## src/rtl/reg_ring_initiator_if.sv

```systemverilog
// Local command/response channel plus ring head/tail bundle for the register ring initiator.
`ifndef UDP_REG_ADDR_WIDTH
`define UDP_REG_ADDR_WIDTH 23
`endif
`ifndef CPCI_NF2_DATA_WIDTH
`define CPCI_NF2_DATA_WIDTH 32
`endif

interface reg_ring_initiator_if;
  logic                            cmd_valid;
  logic                            cmd_ready;
  logic                            cmd_rd_wr_L;
  logic [`UDP_REG_ADDR_WIDTH-1:0]  cmd_addr;
  logic [`CPCI_NF2_DATA_WIDTH-1:0] cmd_wdata;

  logic                            rsp_valid;
  logic                            rsp_ready;
  logic [`CPCI_NF2_DATA_WIDTH-1:0] rsp_data;
  logic                            rsp_err;
  logic                            rsp_timeout;

  logic                            reg_req_out;
  logic                            reg_ack_out;
  logic                            reg_rd_wr_L_out;
  logic [`UDP_REG_ADDR_WIDTH-1:0]  reg_addr_out;
  logic [`CPCI_NF2_DATA_WIDTH-1:0] reg_data_out;
  logic [1:0]                      reg_src_out;

  logic                            reg_req_in;
  logic                            reg_ack_in;
  logic                            reg_rd_wr_L_in;
  logic [`UDP_REG_ADDR_WIDTH-1:0]  reg_addr_in;
  logic [`CPCI_NF2_DATA_WIDTH-1:0] reg_data_in;
  logic [1:0]                      reg_src_in;

  modport slave (
    input  cmd_valid, cmd_rd_wr_L, cmd_addr, cmd_wdata, rsp_ready,
           reg_req_in, reg_ack_in, reg_rd_wr_L_in, reg_addr_in, reg_data_in, reg_src_in,
    output cmd_ready, rsp_valid, rsp_data, rsp_err, rsp_timeout,
           reg_req_out, reg_ack_out, reg_rd_wr_L_out, reg_addr_out, reg_data_out, reg_src_out
  );

  modport master (
    output cmd_valid, cmd_rd_wr_L, cmd_addr, cmd_wdata, rsp_ready,
           reg_req_in, reg_ack_in, reg_rd_wr_L_in, reg_addr_in, reg_data_in, reg_src_in,
    input  cmd_ready, rsp_valid, rsp_data, rsp_err, rsp_timeout,
           reg_req_out, reg_ack_out, reg_rd_wr_L_out, reg_addr_out, reg_data_out, reg_src_out
  );
endinterface

```

## src/rtl/reg_ring_initiator.sv

```systemverilog
// Single-outstanding register ring initiator: issues one ring request, waits for its
// tagged return or a timeout, then holds the response until the consumer takes it.
module reg_ring_initiator #(
  parameter logic [1:0] SRC_ID  = 2'b00,
  parameter int         TIMEOUT = 255
) (
  input  logic                 clk,
  input  logic                 reset,
  reg_ring_initiator_if.slave  bus,
  output logic [15:0]          stray_cnt
);
  localparam int AW = `UDP_REG_ADDR_WIDTH;
  localparam int DW = `CPCI_NF2_DATA_WIDTH;
  localparam logic [DW-1:0] ERR_DATA = DW'(32'hDEAD_BEEF);

  typedef enum logic [1:0] {IDLE, ISSUE, WAIT, RESP} state_t;
  state_t state, state_nxt;

  logic          rd_wr_L_q;
  logic [AW-1:0] addr_q;
  logic [DW-1:0] wdata_q;
  logic [15:0]   tmo_cnt;
  logic [DW-1:0] rsp_data_q;
  logic          rsp_err_q, rsp_tmo_q;
  logic          match, tmo_hit;
  logic          unused_ok;

  assign unused_ok = bus.reg_rd_wr_L_in;

  assign match   = bus.reg_req_in && (bus.reg_src_in == SRC_ID) && (bus.reg_addr_in == addr_q);
  // tmo_cnt counts completed WAIT cycles, so this is the TIMEOUT-th one
  assign tmo_hit = (tmo_cnt == 16'(TIMEOUT - 1));

  always_comb begin
    state_nxt           = state;
    bus.cmd_ready       = (state == IDLE);
    bus.rsp_valid       = (state == RESP);
    bus.rsp_data        = rsp_data_q;
    bus.rsp_err         = rsp_err_q;
    bus.rsp_timeout     = rsp_tmo_q;
    bus.reg_req_out     = 1'b0;
    bus.reg_ack_out     = 1'b0;
    bus.reg_rd_wr_L_out = 1'b1;
    bus.reg_addr_out    = '0;
    bus.reg_data_out    = '0;
    bus.reg_src_out     = 2'b00;
    case (state)
      IDLE:  if (bus.cmd_valid) state_nxt = ISSUE;
      ISSUE: begin
        bus.reg_req_out     = 1'b1;
        bus.reg_rd_wr_L_out = rd_wr_L_q;
        bus.reg_addr_out    = addr_q;
        bus.reg_data_out    = wdata_q;
        bus.reg_src_out     = SRC_ID;
        state_nxt           = WAIT;
      end
      WAIT:  if (match || tmo_hit) state_nxt = RESP;
      RESP:  if (bus.rsp_ready) state_nxt = IDLE;
      default: state_nxt = IDLE;
    endcase
  end

  always_ff @(posedge clk) begin
    if (!reset) begin
      state      <= IDLE;
      rd_wr_L_q  <= 1'b1;
      addr_q     <= '0;
      wdata_q    <= '0;
      tmo_cnt    <= '0;
      rsp_data_q <= '0;
      rsp_err_q  <= 1'b0;
      rsp_tmo_q  <= 1'b0;
      stray_cnt  <= '0;
    end else begin
      state <= state_nxt;
      if (state == IDLE && bus.cmd_valid) begin
        rd_wr_L_q <= bus.cmd_rd_wr_L;
        addr_q    <= bus.cmd_addr;
        wdata_q   <= bus.cmd_wdata;
      end
      if (state == ISSUE)     tmo_cnt <= '0;
      else if (state == WAIT) tmo_cnt <= tmo_cnt + 16'd1;
      // a matching return beats a simultaneous timeout
      if (state == WAIT) begin
        if (match) begin
          rsp_err_q  <= !bus.reg_ack_in;
          rsp_tmo_q  <= 1'b0;
          rsp_data_q <= !bus.reg_ack_in ? ERR_DATA : (rd_wr_L_q ? bus.reg_data_in : wdata_q);
        end else if (tmo_hit) begin
          rsp_err_q  <= 1'b1;
          rsp_tmo_q  <= 1'b1;
          rsp_data_q <= ERR_DATA;
        end
      end
      if (bus.reg_req_in && !(state == WAIT && match) && stray_cnt != 16'hFFFF)
        stray_cnt <= stray_cnt + 16'd1;
    end
  end
endmodule
```

## src/flat_wrapper.sv

```systemverilog
// flat-port wrapper written by rule: the top's interface ports become plain ports
module reg_ring_initiator_flat 
#(
  parameter logic [1:0] SRC_ID  = 2'b00,
  parameter int         TIMEOUT = 255
)
  (clk, reset, stray_cnt, bus_cmd_valid, bus_cmd_rd_wr_L, bus_cmd_addr, bus_cmd_wdata, bus_rsp_ready, bus_reg_req_in, bus_reg_ack_in, bus_reg_rd_wr_L_in, bus_reg_addr_in, bus_reg_data_in, bus_reg_src_in, bus_cmd_ready, bus_rsp_valid, bus_rsp_data, bus_rsp_err, bus_rsp_timeout, bus_reg_req_out, bus_reg_ack_out, bus_reg_rd_wr_L_out, bus_reg_addr_out, bus_reg_data_out, bus_reg_src_out);
  reg_ring_initiator_if bus_i ();
  input  logic clk;
  input  logic reset;
  output logic [15:0] stray_cnt;
  input wire logic [$bits(bus_i.cmd_valid)-1:0] bus_cmd_valid;
  input wire logic [$bits(bus_i.cmd_rd_wr_L)-1:0] bus_cmd_rd_wr_L;
  input wire logic [$bits(bus_i.cmd_addr)-1:0] bus_cmd_addr;
  input wire logic [$bits(bus_i.cmd_wdata)-1:0] bus_cmd_wdata;
  input wire logic [$bits(bus_i.rsp_ready)-1:0] bus_rsp_ready;
  input wire logic [$bits(bus_i.reg_req_in)-1:0] bus_reg_req_in;
  input wire logic [$bits(bus_i.reg_ack_in)-1:0] bus_reg_ack_in;
  input wire logic [$bits(bus_i.reg_rd_wr_L_in)-1:0] bus_reg_rd_wr_L_in;
  input wire logic [$bits(bus_i.reg_addr_in)-1:0] bus_reg_addr_in;
  input wire logic [$bits(bus_i.reg_data_in)-1:0] bus_reg_data_in;
  input wire logic [$bits(bus_i.reg_src_in)-1:0] bus_reg_src_in;
  output wire logic [$bits(bus_i.cmd_ready)-1:0] bus_cmd_ready;
  output wire logic [$bits(bus_i.rsp_valid)-1:0] bus_rsp_valid;
  output wire logic [$bits(bus_i.rsp_data)-1:0] bus_rsp_data;
  output wire logic [$bits(bus_i.rsp_err)-1:0] bus_rsp_err;
  output wire logic [$bits(bus_i.rsp_timeout)-1:0] bus_rsp_timeout;
  output wire logic [$bits(bus_i.reg_req_out)-1:0] bus_reg_req_out;
  output wire logic [$bits(bus_i.reg_ack_out)-1:0] bus_reg_ack_out;
  output wire logic [$bits(bus_i.reg_rd_wr_L_out)-1:0] bus_reg_rd_wr_L_out;
  output wire logic [$bits(bus_i.reg_addr_out)-1:0] bus_reg_addr_out;
  output wire logic [$bits(bus_i.reg_data_out)-1:0] bus_reg_data_out;
  output wire logic [$bits(bus_i.reg_src_out)-1:0] bus_reg_src_out;
  assign bus_i.cmd_valid = bus_cmd_valid;
  assign bus_i.cmd_rd_wr_L = bus_cmd_rd_wr_L;
  assign bus_i.cmd_addr = bus_cmd_addr;
  assign bus_i.cmd_wdata = bus_cmd_wdata;
  assign bus_i.rsp_ready = bus_rsp_ready;
  assign bus_i.reg_req_in = bus_reg_req_in;
  assign bus_i.reg_ack_in = bus_reg_ack_in;
  assign bus_i.reg_rd_wr_L_in = bus_reg_rd_wr_L_in;
  assign bus_i.reg_addr_in = bus_reg_addr_in;
  assign bus_i.reg_data_in = bus_reg_data_in;
  assign bus_i.reg_src_in = bus_reg_src_in;
  assign bus_cmd_ready = bus_i.cmd_ready;
  assign bus_rsp_valid = bus_i.rsp_valid;
  assign bus_rsp_data = bus_i.rsp_data;
  assign bus_rsp_err = bus_i.rsp_err;
  assign bus_rsp_timeout = bus_i.rsp_timeout;
  assign bus_reg_req_out = bus_i.reg_req_out;
  assign bus_reg_ack_out = bus_i.reg_ack_out;
  assign bus_reg_rd_wr_L_out = bus_i.reg_rd_wr_L_out;
  assign bus_reg_addr_out = bus_i.reg_addr_out;
  assign bus_reg_data_out = bus_i.reg_data_out;
  assign bus_reg_src_out = bus_i.reg_src_out;
  reg_ring_initiator #(.SRC_ID(SRC_ID), .TIMEOUT(TIMEOUT)) u_core (.clk(clk), .reset(reset), .bus(bus_i), .stray_cnt(stray_cnt));
endmodule
```

## config.mk

```make
export PLATFORM = sky130hd
export DESIGN_NAME = reg_ring_initiator_flat
export DESIGN_NICKNAME = d
export VERILOG_FILES = /design/src/rtl/reg_ring_initiator_if.sv /design/src/rtl/reg_ring_initiator.sv /design/src/flat_wrapper.sv
export SDC_FILE = /design/constraint.sdc
export NUM_CORES = 1
export LEC_CHECK = 0
export BUFFER_PORTS_ARGS = -buffer_cell sky130_fd_sc_hd__buf_2
export CORE_MARGIN = 4
export CORE_UTILIZATION = 49
export DETAILED_ROUTE_END_ITERATION = 8
export GPL_ROUTABILITY_DRIVEN = 1
export PLACE_DENSITY_LB_ADDON = 0.25
export SKIP_LAST_GASP = 1
export SYNTH_ARGS = -nofsm -noshare
export SYNTH_HDL_FRONTEND = slang
export SYNTH_SLANG_ARGS = --single-unit
```

## constraint.sdc

```tcl
create_clock -name clk -period 2.2 [get_ports clk]
set_input_delay 0.11 -clock clk [delete_from_list [all_inputs] [get_ports clk]]
set_output_delay 0.11 -clock clk [all_outputs]
set_load 0.005 [all_outputs]
```

==> summary.txt <==
Layout
  – Final Instance Count excl. Fillers: about 1100
  – Layout cells sized above 1: 0.290
  – Nets: between 1000 and 1500
  – Area delta synth->final: 41.2%
  – Util after Layout: 0.719
  – Area of the multi-input gates: 0.00319 mm2
  – Fill cell count: 900
  – Register area: 0.00248 mm2

Synthesis
  – Post-synthesis sequential area ratio: 0.418
  – Synth Area per Inst: 8.35 um2
  – Mapped Cells: 711
  – Post-Syn Area: about 0.0059 mm2
  – Share of the synthesized area in the top cell type: 0.418
  – Post-synthesis cell type count: 45
  – Ys flop type: dfxtp_1
  – Post-synth ARST share: 0
  – Post-synth EDFFs: 0
  – Synth warn: 0
  – Synth Register Bits: 124
  – Top cells by area, synth: dfxtp_1 42%, nand2_1 11%, mux2i_1 6.4%, and2_1 5.9%, a21oi_1 5.6%
  – Synth area leader: dfxtp_1

STA
  – Rel. slew slack: 0.584
  – Setup_tns: 0 ps
  – Endpoints failing hold: 0
  – Fin. max-slew vios: 0
  – Post-layout minimum cycle time: 2060 ps
  – Final worst path period share: 0.935
  – Fmax: 0.486 GHz
  – Clk_skew: 5.98 ps
  – Worst Hold Slack: between 40 and 50 ps
  – Final setup vio count: 0
  – Slew @ Worst Pin: 624 ps
  – Unrepaired setup endpoints after global routing: false

Power and ir drop
  – PD cells: roughly 860 mW/mm2
  – VDD IR max: 716 uV
  – Pleak: roughly 4.3 nW
  – Final Power: 7.23 mW

Hold path
  – End of the worst hold path: u_core.bus.rsp_data[30]
  – Hold_sp: bus_reg_data_in[30]
  – HP Class: primary input to flop
  – Hold Crit Depth: 4

Floorplanning
  – Die W: 118 um
  – Initial core utilization: 0.509
  – Chip Height: 118 um
  – Full die area: 0.0139 mm2
  – Core Region: between 0.01 and 0.015 mm2
  – Ports: around 230
  – Row count: 39

Setup path
  – Crit end category: flop
  – Kind of critical path: flop to flop
  – R2r endpoint: u_core.bus.rsp_data[14]
  – Worst R2R Path Depth: 6
  – Startpoint Class: flop
  – R2r startpoint: u_core.tmo_cnt[1]
  – Crit path max fanout: 16
  – R2R Setup Slk: 140 ps
  – CP required: 2480 ps
  – CP Data Arrival Time: 2340 ps

Clocking
  – Maximum root-to-sink buffer count: 2
  – Root Buffer: clkbuf_16
  – H-tree levels: 4
  – Num CTS Buffers: 17
  – CTS tree: built
  – CTS sink cnt: 124
  – Postcts setup bufs: 0
  – Reg clk slew, reported paths: about 60 ps
  – Worst-Skew Late Latency: 410 ps

Global routing
  – Initial antenna violation count: 1
  – GR Overflow Total: 0
  – Global-route wire length before repair: 29800 um
  – GRT Util Overall: 0.264
  – Largest net degree at the start of global routing: 58
  – Number of global-route vias before repair: 6110

Drt
  – Routed wire length: 18700 um
  – DR vias: just over 6000
  – Antenna Nets Post-Route: 0
  – Via/cell ratio: 5.35
  – TritonRoute pass-1 iters: 7
  – Drt wl/cell: 16.4 um
  – Iteration-0 DRC count of the detailed router: 458
  – DRC violations left: 0

Placed design
  – DP Cell Count: 1051
  – Port Buffers: 227
  – Placed wire-length estimate: approximately 12000 um
  – RePlAce Congestion: roughly 0.90

Run
  – Max-cap violations: 0

Outcome
  – Outcome: complete, no violations
[synthesized netlist by cell type (all sizes together) (11+ instances only)]
cell / n
nand2: 167
dfxtp: 124
a21oi: 67
and2: 56
mux2i: 38
clkbuf: 33
xor2: 30
o211a: 26
buf: 19
nor2: 19
nand3: 11
nand4: 11
nor4: 11
[power breakdown]
part           switching (mW)  internal [mW]  total (mW)
Clock                    1.00           1.72        2.72
Sequential              0.212           2.48        2.69
Combinational            1.06          0.753        1.81
Total                    2.28           4.95        7.23
[final cells by class]
class                   count  area share
inverters                  10     0.00448
repair buffers            303       0.228
clock buffers              21      0.0549
clock inverters            11      0.0142
well taps                 143      0.0213
diodes                      1    0.000298
flip-flops and latches    124       0.296
multi-input cells         527       0.381
[registers in the layout (all words and copies together) (netlist names)]
register	count
u_core.addr_q	23
u_core.bus.rsp_data	32
u_core.stray_cnt	16
u_core.rd_wr_L_q	1
u_core.tmo_cnt	16
u_core.bus.rsp_err	1
u_core.state	2
u_core.wdata_q	32
u_core.bus.rsp_timeout	1
[worst max-delay path by stage]
stage	cells after the start	to	slack, ps	start
2_1_floorplan	7	u_core.bus.rsp_data[22]	330	u_core.tmo_cnt[0]
3_3_place_gp	7	u_core.bus.rsp_data[4]	180	u_core.tmo_cnt[0]
3_5_place_dp	7	u_core.bus.rsp_data[10]	140	u_core.addr_q[18]
4_1_cts	7	u_core.bus.rsp_data[10]	80	u_core.addr_q[18]
5_1_grt	6	u_core.bus.rsp_data[10]	50	u_core.tmo_cnt[1]
6_report	6	u_core.bus.rsp_data[14]	140	u_core.tmo_cnt[1]
[worst max-delay path, stage by stage (launching register included)]
cell	delay, ps
dfxtp_1	400
ha_1	180
or4b_2	580
nor4_1	180
a41o_2	320
buf_12	170
o32ai_1	90
[routing by layer]
layer / routed length, um / global-route usage / vias up / share of wire
li1: - / - / 2963 / -
met1: 7490 / 0.306 / 2808 / 0.40
met4: 802 / 0.153 / 0 / 0.043
met2: 8970 / 0.428 / 269 / 0.48
met3: 1450 / 0.0831 / 59 / 0.077
met5: 0 / 0 / - / 0
[cell usage in the layout (no fill, tap or decap), types with 11 or more instances in the layout]
cell type,count
nand4_1,11
and2_1,55
xor2_1,30
clkbuf_16,17
o211a_1,26
a21oi_1,67
nand2_1,166
buf_4,15
dfxtp_1,123
mux2i_1,38
buf_2,227
nor2_1,19
dlygate4sd3_1,56
nand3_1,11
[logic make-up (layout without fill, tap and decap cells)]
family	after synthesis	after routing	share of synthesized area
AND/OR/NAND/NOR	321	321	0.265
flip-flops	124	124	0.418
AO/OA/AOI/OAI	122	122	0.136
buffers and inverters	62	345	0.0483
multiplexers	38	38	0.0641
XOR/XNOR	36	36	0.0531
adder cells (fa/ha/maj)	7	7	0.0147
other	1	4	0.000632
[through the flow]
| step | instance area [um2] | setup slack (ps) |
|---|---|---|
| finish | 8380 | 144 |
| global route | 8380 | 45.1 |
| CTS | 8370 | 81.9 |
| detailed placement | 7230 | 141 |
| global placement | 7230 | 181 |
| floorplan | 5950 | 326 |
[what timing repair did]
action                                  4_1_cts  5_1_grt
hold endpoints to repair                     56        0
endpoints found under the setup margin        0       24
hold buffers                                 56        0
gates resized for setup                       0        2
(Power assumes the default switching activity.)
